$ cat config.mk
export PLATFORM = sky130hd
export DESIGN_NAME = bp_fe_lce_data_cmd_tx_flat
export DESIGN_NICKNAME = d
export VERILOG_FILES = /design/src/rtl/bp_fe_lce_data_cmd_tx_if.sv /design/src/rtl/bp_fe_lce_data_cmd_tx.sv /design/src/flat_wrapper.sv
export SDC_FILE = /design/constraint.sdc
export NUM_CORES = 1
export LEC_CHECK = 0
export CORE_AREA = 3 3 625 627
export CTS_CLUSTER_SIZE = 16
export DETAILED_ROUTE_END_ITERATION = 10
export DIE_AREA = 0 0 628 630
export GPL_ROUTABILITY_DRIVEN = 0
export PLACE_DENSITY = 0.34
export SLEW_MARGIN = 25
export SYNTH_ARGS = -nofsm -noshare
export SYNTH_HDL_FRONTEND = slang
export SYNTH_SLANG_ARGS = --single-unit
$ cat constraint.sdc
create_clock -name clk_i -period 18.1 [get_ports clk_i]
set_input_delay 1.81 -clock clk_i [delete_from_list [all_inputs] [get_ports clk_i]]
set_output_delay 1.81 -clock clk_i [all_outputs]
set_load 0.05 [all_outputs]
$ cat src/rtl/bp_fe_lce_data_cmd_tx_if.sv
// Bundles the three channels around the I-cache LCE data-command transmitter.
//
// Signals:
//   tr_*            transfer request from the LCE command handler (valid/ready)
//                   plus tr_done_o, a one-cycle completion pulse
//   data_mem_pkt_*  read packet toward the I-cache data memory (valid/yumi)
//   data_mem_data_i line returned by the data memory the cycle after yumi
//   lce_data_cmd_*  outgoing data command toward the destination LCE (valid/ready)
//
// Modports:
//   master  the transmitter's view (drives tr_ready_o, packet, command, done)
//   slave   the surrounding logic's view
interface bp_fe_lce_data_cmd_tx_if #(
    parameter int unsigned lce_addr_width_p = 22,
    parameter int unsigned lce_data_width_p = 512,
    parameter int unsigned num_lce_p        = 2,
    parameter int unsigned lce_sets_p       = 64,
    parameter int unsigned ways_p           = 8
);
    localparam int unsigned lg_num_lce_lp  = (num_lce_p > 1) ? $clog2(num_lce_p) : 1;
    localparam int unsigned lg_ways_lp     = (ways_p > 1) ? $clog2(ways_p) : 1;
    localparam int unsigned lg_lce_sets_lp = (lce_sets_p > 1) ? $clog2(lce_sets_p) : 1;
    // {index, way_id, data, we}
    localparam int unsigned pkt_width_lp   = lg_lce_sets_lp + lg_ways_lp + lce_data_width_p + 1;
    // {dst_id, msg_type, way_id, addr, data}
    localparam int unsigned cmd_width_lp   = lg_num_lce_lp + 1 + lg_ways_lp + lce_addr_width_p
                                             + lce_data_width_p;

    logic                        tr_v_i;
    logic                        tr_ready_o;
    logic [lg_num_lce_lp-1:0]    tr_dst_id_i;
    logic [lg_ways_lp-1:0]       tr_src_way_i;
    logic [lg_ways_lp-1:0]       tr_dst_way_i;
    logic [lce_addr_width_p-1:0] tr_addr_i;
    logic                        tr_done_o;

    logic                        data_mem_pkt_v_o;
    logic [pkt_width_lp-1:0]     data_mem_pkt_o;
    logic                        data_mem_pkt_yumi_i;
    logic [lce_data_width_p-1:0] data_mem_data_i;

    logic                        lce_data_cmd_v_o;
    logic [cmd_width_lp-1:0]     lce_data_cmd_o;
    logic                        lce_data_cmd_ready_i;

    modport master (
        input  tr_v_i, tr_dst_id_i, tr_src_way_i, tr_dst_way_i, tr_addr_i,
        output tr_ready_o, tr_done_o,
        output data_mem_pkt_v_o, data_mem_pkt_o,
        input  data_mem_pkt_yumi_i, data_mem_data_i,
        output lce_data_cmd_v_o, lce_data_cmd_o,
        input  lce_data_cmd_ready_i
    );

    modport slave (
        output tr_v_i, tr_dst_id_i, tr_src_way_i, tr_dst_way_i, tr_addr_i,
        input  tr_ready_o, tr_done_o,
        input  data_mem_pkt_v_o, data_mem_pkt_o,
        output data_mem_pkt_yumi_i, data_mem_data_i,
        input  lce_data_cmd_v_o, lce_data_cmd_o,
        output lce_data_cmd_ready_i
    );
endinterface

$ cat src/rtl/bp_fe_lce_data_cmd_tx.sv
// Transmit side of the front-end I-cache LCE data-command channel. Services one
// LCE-to-LCE transfer at a time: reads the victim line out of the I-cache data
// memory, then sends it to the destination LCE as a single transfer data command.
//
// Ports:
//   clk_i    clock
//   reset_i  asynchronous, active-high reset (returns to idle, drops all valids)
//   bus      bp_fe_lce_data_cmd_tx_if.master: transfer request/done, data-mem read
//            packet and returned line, outgoing data command
//
// Packed layouts (MSB first):
//   data-mem packet : {index, way_id, data, we}
//   data command    : {dst_id, msg_type, way_id, addr, data}, msg_type 1 = transfer
//
// Optional feature: define BP_FE_LCE_DATA_CMD_TX_CWF_EN for critical-word-first;
// the captured line is rotated so the addressed word lands in word 0.
module bp_fe_lce_data_cmd_tx #(
    parameter int unsigned data_width_p          = 64,
    parameter int unsigned lce_addr_width_p      = 22,
    parameter int unsigned lce_data_width_p      = 512,
    parameter int unsigned num_cce_p             = 1,
    parameter int unsigned num_lce_p             = 2,
    parameter int unsigned lce_sets_p            = 64,
    parameter int unsigned ways_p                = 8,
    parameter int unsigned block_size_in_bytes_p = 8
) (
    input logic                     clk_i,
    input logic                     reset_i,
    bp_fe_lce_data_cmd_tx_if.master bus
);
    localparam int unsigned data_mask_width_lp        = data_width_p >> 3;
    localparam int unsigned lg_data_mask_width_lp     = $clog2(data_mask_width_lp);
    localparam int unsigned lg_block_size_in_bytes_lp = $clog2(block_size_in_bytes_p);
    localparam int unsigned lg_lce_sets_lp = (lce_sets_p > 1) ? $clog2(lce_sets_p) : 1;
    localparam int unsigned lg_ways_lp     = (ways_p > 1) ? $clog2(ways_p) : 1;
    localparam int unsigned lg_num_lce_lp  = (num_lce_p > 1) ? $clog2(num_lce_p) : 1;

    localparam logic e_lce_data_cmd_transfer = 1'b1;

    typedef struct packed {
        logic [lg_lce_sets_lp-1:0]   index;
        logic [lg_ways_lp-1:0]       way_id;
        logic [lce_data_width_p-1:0] data;
        logic                        we;
    } bp_fe_icache_lce_data_mem_pkt_s;

    typedef struct packed {
        logic [lg_num_lce_lp-1:0]    dst_id;
        logic                        msg_type;
        logic [lg_ways_lp-1:0]       way_id;
        logic [lce_addr_width_p-1:0] addr;
        logic [lce_data_width_p-1:0] data;
    } bp_cce_lce_data_cmd_s;

    localparam logic [1:0] IDLE    = 2'd0;
    localparam logic [1:0] RD_REQ  = 2'd1;
    localparam logic [1:0] RD_WAIT = 2'd2;
    localparam logic [1:0] SEND    = 2'd3;

    // num_cce_p only sizes CCE-side structures; nothing here depends on it.
    logic [31:0] unused_num_cce;
    assign unused_num_cce = num_cce_p;

    logic [1:0]                  state_q, state_d;
    logic [lg_num_lce_lp-1:0]    dst_id_q;
    logic [lg_ways_lp-1:0]       src_way_q;
    logic [lg_ways_lp-1:0]       dst_way_q;
    logic [lce_addr_width_p-1:0] addr_q;
    logic [lce_data_width_p-1:0] line_q, line_d;
    logic                        accept;

    bp_fe_icache_lce_data_mem_pkt_s pkt;
    bp_cce_lce_data_cmd_s           cmd;

    assign accept = (state_q == IDLE) & bus.tr_v_i;

    always_comb begin
        state_d = state_q;
        unique case (state_q)
            IDLE:    if (bus.tr_v_i) state_d = RD_REQ;
            RD_REQ:  if (bus.data_mem_pkt_yumi_i) state_d = RD_WAIT;
            RD_WAIT: state_d = SEND;
            SEND:    if (bus.lce_data_cmd_ready_i) state_d = IDLE;
            default: state_d = IDLE;
        endcase
    end

`ifdef BP_FE_LCE_DATA_CMD_TX_CWF_EN
    logic [lg_block_size_in_bytes_lp-1:0] word_sel;
    int unsigned                          rot_amt;

    // Rotate right by whole words; a zero rotate makes the left shift clear to 0.
    always_comb begin
        word_sel = addr_q[lg_data_mask_width_lp +: lg_block_size_in_bytes_lp];
        rot_amt  = 32'(word_sel) * data_width_p;
        line_d   = (bus.data_mem_data_i >> rot_amt)
                 | (bus.data_mem_data_i << (lce_data_width_p - rot_amt));
    end
`else
    assign line_d = bus.data_mem_data_i;
`endif

    always_ff @(posedge clk_i or posedge reset_i) begin
        if (reset_i) begin
            state_q   <= IDLE;
            dst_id_q  <= '0;
            src_way_q <= '0;
            dst_way_q <= '0;
            addr_q    <= '0;
            line_q    <= '0;
        end else begin
            state_q <= state_d;
            if (accept) begin
                dst_id_q  <= bus.tr_dst_id_i;
                src_way_q <= bus.tr_src_way_i;
                dst_way_q <= bus.tr_dst_way_i;
                addr_q    <= bus.tr_addr_i;
            end
            // Memory returns data the cycle after yumi, which is always RD_WAIT.
            if (state_q == RD_WAIT) begin
                line_q <= line_d;
            end
        end
    end

    always_comb begin
        pkt        = '0;
        pkt.index  = addr_q[lg_data_mask_width_lp + lg_block_size_in_bytes_lp +: lg_lce_sets_lp];
        pkt.way_id = src_way_q;
        pkt.data   = '0;
        pkt.we     = 1'b0;
    end

    always_comb begin
        cmd          = '0;
        cmd.dst_id   = dst_id_q;
        cmd.msg_type = e_lce_data_cmd_transfer;
        cmd.way_id   = dst_way_q;
        cmd.addr     = addr_q;
        cmd.data     = line_q;
    end

    assign bus.tr_ready_o       = (state_q == IDLE);
    assign bus.data_mem_pkt_v_o = (state_q == RD_REQ);
    assign bus.data_mem_pkt_o   = pkt;
    assign bus.lce_data_cmd_v_o = (state_q == SEND);
    assign bus.lce_data_cmd_o   = cmd;
    assign bus.tr_done_o        = (state_q == SEND) & bus.lce_data_cmd_ready_i;

endmodule

$ cat src/flat_wrapper.sv
// flat-port wrapper written by rule: the top's interface ports become plain ports
module bp_fe_lce_data_cmd_tx_flat 
#(
    parameter int unsigned data_width_p          = 64,
    parameter int unsigned lce_addr_width_p      = 22,
    parameter int unsigned lce_data_width_p      = 512,
    parameter int unsigned num_cce_p             = 1,
    parameter int unsigned num_lce_p             = 2,
    parameter int unsigned lce_sets_p            = 64,
    parameter int unsigned ways_p                = 8,
    parameter int unsigned block_size_in_bytes_p = 8
)
  (clk_i, reset_i, bus_tr_v_i, bus_tr_dst_id_i, bus_tr_src_way_i, bus_tr_dst_way_i, bus_tr_addr_i, bus_tr_ready_o, bus_tr_done_o, bus_data_mem_pkt_v_o, bus_data_mem_pkt_o, bus_data_mem_pkt_yumi_i, bus_data_mem_data_i, bus_lce_data_cmd_v_o, bus_lce_data_cmd_o, bus_lce_data_cmd_ready_i);
  bp_fe_lce_data_cmd_tx_if #(.lce_addr_width_p(lce_addr_width_p), .lce_data_width_p(lce_data_width_p), .num_lce_p(num_lce_p), .lce_sets_p(lce_sets_p), .ways_p(ways_p)) bus_i ();
  input logic clk_i;
  input logic reset_i;
  input wire logic [$bits(bus_i.tr_v_i)-1:0] bus_tr_v_i;
  input wire logic [$bits(bus_i.tr_dst_id_i)-1:0] bus_tr_dst_id_i;
  input wire logic [$bits(bus_i.tr_src_way_i)-1:0] bus_tr_src_way_i;
  input wire logic [$bits(bus_i.tr_dst_way_i)-1:0] bus_tr_dst_way_i;
  input wire logic [$bits(bus_i.tr_addr_i)-1:0] bus_tr_addr_i;
  output wire logic [$bits(bus_i.tr_ready_o)-1:0] bus_tr_ready_o;
  output wire logic [$bits(bus_i.tr_done_o)-1:0] bus_tr_done_o;
  output wire logic [$bits(bus_i.data_mem_pkt_v_o)-1:0] bus_data_mem_pkt_v_o;
  output wire logic [$bits(bus_i.data_mem_pkt_o)-1:0] bus_data_mem_pkt_o;
  input wire logic [$bits(bus_i.data_mem_pkt_yumi_i)-1:0] bus_data_mem_pkt_yumi_i;
  input wire logic [$bits(bus_i.data_mem_data_i)-1:0] bus_data_mem_data_i;
  output wire logic [$bits(bus_i.lce_data_cmd_v_o)-1:0] bus_lce_data_cmd_v_o;
  output wire logic [$bits(bus_i.lce_data_cmd_o)-1:0] bus_lce_data_cmd_o;
  input wire logic [$bits(bus_i.lce_data_cmd_ready_i)-1:0] bus_lce_data_cmd_ready_i;
  assign bus_i.tr_v_i = bus_tr_v_i;
  assign bus_i.tr_dst_id_i = bus_tr_dst_id_i;
  assign bus_i.tr_src_way_i = bus_tr_src_way_i;
  assign bus_i.tr_dst_way_i = bus_tr_dst_way_i;
  assign bus_i.tr_addr_i = bus_tr_addr_i;
  assign bus_tr_ready_o = bus_i.tr_ready_o;
  assign bus_tr_done_o = bus_i.tr_done_o;
  assign bus_data_mem_pkt_v_o = bus_i.data_mem_pkt_v_o;
  assign bus_data_mem_pkt_o = bus_i.data_mem_pkt_o;
  assign bus_i.data_mem_pkt_yumi_i = bus_data_mem_pkt_yumi_i;
  assign bus_i.data_mem_data_i = bus_data_mem_data_i;
  assign bus_lce_data_cmd_v_o = bus_i.lce_data_cmd_v_o;
  assign bus_lce_data_cmd_o = bus_i.lce_data_cmd_o;
  assign bus_i.lce_data_cmd_ready_i = bus_lce_data_cmd_ready_i;
  bp_fe_lce_data_cmd_tx #(.data_width_p(data_width_p), .lce_addr_width_p(lce_addr_width_p), .lce_data_width_p(lce_data_width_p), .num_cce_p(num_cce_p), .num_lce_p(num_lce_p), .lce_sets_p(lce_sets_p), .ways_p(ways_p), .block_size_in_bytes_p(block_size_in_bytes_p)) u_core (.clk_i(clk_i), .reset_i(reset_i), .bus(bus_i));
endmodule
==> flow_summary.toml <==
[sta]
skew_ns = 0.03538
rsz0062_at_grt = "false"
max-slew-margin-rel_pct = 24.60
tightest_slew_ns = 1.127
fin_tns_setup_ns = 0
post-route-period-util_pct = 28.06
fmax_ghz = 0.1969
drv_slew = 0
hold_violations = 0
setup_viol = 0
whs_ns = 0.5012
worst_slack_ns = 13.02
finalCriticalPeriod_ns = 5.080

[placement]
placed_area_sq_mm = 0.03928
dp_cells = 7904
numPortBuffers = 1096
post-place-ws_ns = 12.73
dp_hpwl_mm = 166.9

[run]
drv_cap = 0

[min_path]
hold_class = "flop to flop"

[critical_path]
startpoint_type = "primary input"
crit_type = "primary input to primary output"
crit_fanout = 2
crit_arrival_ns = 3.27
critical_path_required_ns = 16.29
endpoint_kind = "primary output"

[grt]
grt_max_degree = 99
grt_pass1_wl_mm = 231.8
met3_usage_pct = 6.041
use_met1_pct = 9.510
grt_pass1_vias = 16980
antenna_found_initial = 208
track_usage_pct = 9.297
met2_usage_pct = 15.94
gr-total-overflow = 0
top_usage_layer = "met2"

[clock_network]
cts_tree = "done"
cts_max_level = 3
hold_buffers = 0
cts.path.max_buffers = 4
numCtsBuffers = 88
post_cts_resized = 0
clock_sinks = 543
post_cts_buffers = 0
clkTransAtPathRegs_ns = 0.05
cts-root-buf = "clkbuf_16"
clkLatencyLatePin_ns = 0.77

[route]
via_count = 17170
routedWlPerCell_um = 23.76
ant_nets = 0
drt-initial-drc-count = 747
postRouteWirelength_mm = 191.5
first_pass_iters = 5
drc_errors = 0
avgViaCountPerCell = 2.129

[synth]
syn-mean-instance-area_sq_um = 14.44
synthDistinctLibCells = 15
synth_area_leader_cell = "dfrtp_1"
ys_ff_latch = 543
seq_area_frac_synth_pct = 55.89
syn_inst = 1684
synth_warnings = 0
synth_top_area_share_pct = 55.89
synth_area_sq_mm = 0.02431
synthTopCellsByArea = "dfrtp_1, mux2_2, buf_4, buf_6, ha_1"

[floorplan]
row_count = 228
start_util_pct = 6.308
dieWidth_um = 628
fp.dieH_um = 630
dieArea_sq_mm = 0.3956
ioPinCount = 1611
core_area_sq_mm = 0.3854

[layout]
fin_nets = 3370
drive_gt1_share_pct = 25.30
mostFrequentLayoutCell = "clkdlybuf4s50_1"
final_cells = 8063
syn_to_final_growth_pct = 73.58
fin_area_sq_mm = 0.04220
post-route-util_pct = 10.95
mostFrequentLayoutCells = "clkdlybuf4s50_1, dfrtp_1, mux2_2"

[status]
run_status = "finished clean"

[power_and_ir_drop]
ir_drop_v = 0.0001138
p_per_area_mw_per_mm2 = 240.4
finalPower_mw = 10.14
leakagePower_nw = 16.01
==> final timing paths <==
kind / startpoint / end / slack [ns] / cells after the start
worst min register to register: u_core.line_q[130]$_DFFE_PP0P_ / u_core.line_q[130]$_DFFE_PP0P_ / 0.50 / 1
worst max-delay path: bus_lce_data_cmd_ready_i / bus_tr_done_o / 13.02 / 3
max in group asynchronous: reset_i / u_core.addr_q[11]$_DFFE_PP0P_ / 13.79 / 5
worst min-delay path: u_core.line_q[130]$_DFFE_PP0P_ / u_core.line_q[130]$_DFFE_PP0P_ / 0.50 / 1
min in group asynchronous: reset_i / u_core.line_q[314]$_DFFE_PP0P_ / 1.42 / 2
worst max register to register: u_core.state_q[0]$_DFFE_PP0P_ / u_core.line_q[457]$_DFFE_PP0P_ / 13.39 / 7
==> critical path: stages <==
cell and delay, ns:
clkdlybuf4s50_1 0.51, and2_1 0.14, clkdlybuf4s50_1 0.80
==> cell type report <==
cell class	count	area [sq um]
fill	43830	343200
timing repair buffer	1114	11010
inverter	6	31.28
multi-input combinational	1066	8142
sequential	543	13590
clock buffer	115	2486
antenna	7	17.52
clock inverter	37	451.7
tap	5175	6475
==> registers in the layout, summed over array words and instances, names as in the netlist <==
name,count
u_core.src_way_q,3
u_core.addr_q,22
u_core.state_q,2
u_core.line_q,512
u_core.dst_way_q,3
u_core.dst_id_q,1
==> synthesized netlist by cell type, drive strengths merged <==
cell type	number
mux2i	1
clkinvlp	1
nand2	1
buf	581
inv	5
dfrtp	543
mux2	542
nor2	1
and2	1
conb	2
ha	5
a222oi	1
==> logic make-up (layout without fill, tap and decap cells) <==
kind of cell	after synthesis	count (layout)	synth area share, %
flip-flops	543	543	55.89
multiplexers	543	543	25.15
other	2	521	0.03089
AO/OA/AOI/OAI	1	1	0.04118
AND/OR/NAND/NOR	3	3	0.05660
buffers and inverters	587	1272	18.57
adder cells (fa/ha/maj)	5	5	0.2573
==> power by group <==
group | switching, mW | leakage (nW) | internal, mW
Clock | 0.708 | 1.44 | 1.08
Sequential | 0.396 | 6.38 | 1.86
Combinational | 4.24 | 8.19 | 1.87
==> per-layer routing <==
metal	vias to the layer above	part of all wire, %
met5	-	0.072
met4	20	2.9
met3	491	14
met2	1208	48
met1	8482	35
li1	6967	-
Note: power is estimated with default switching activity, not from simulation.
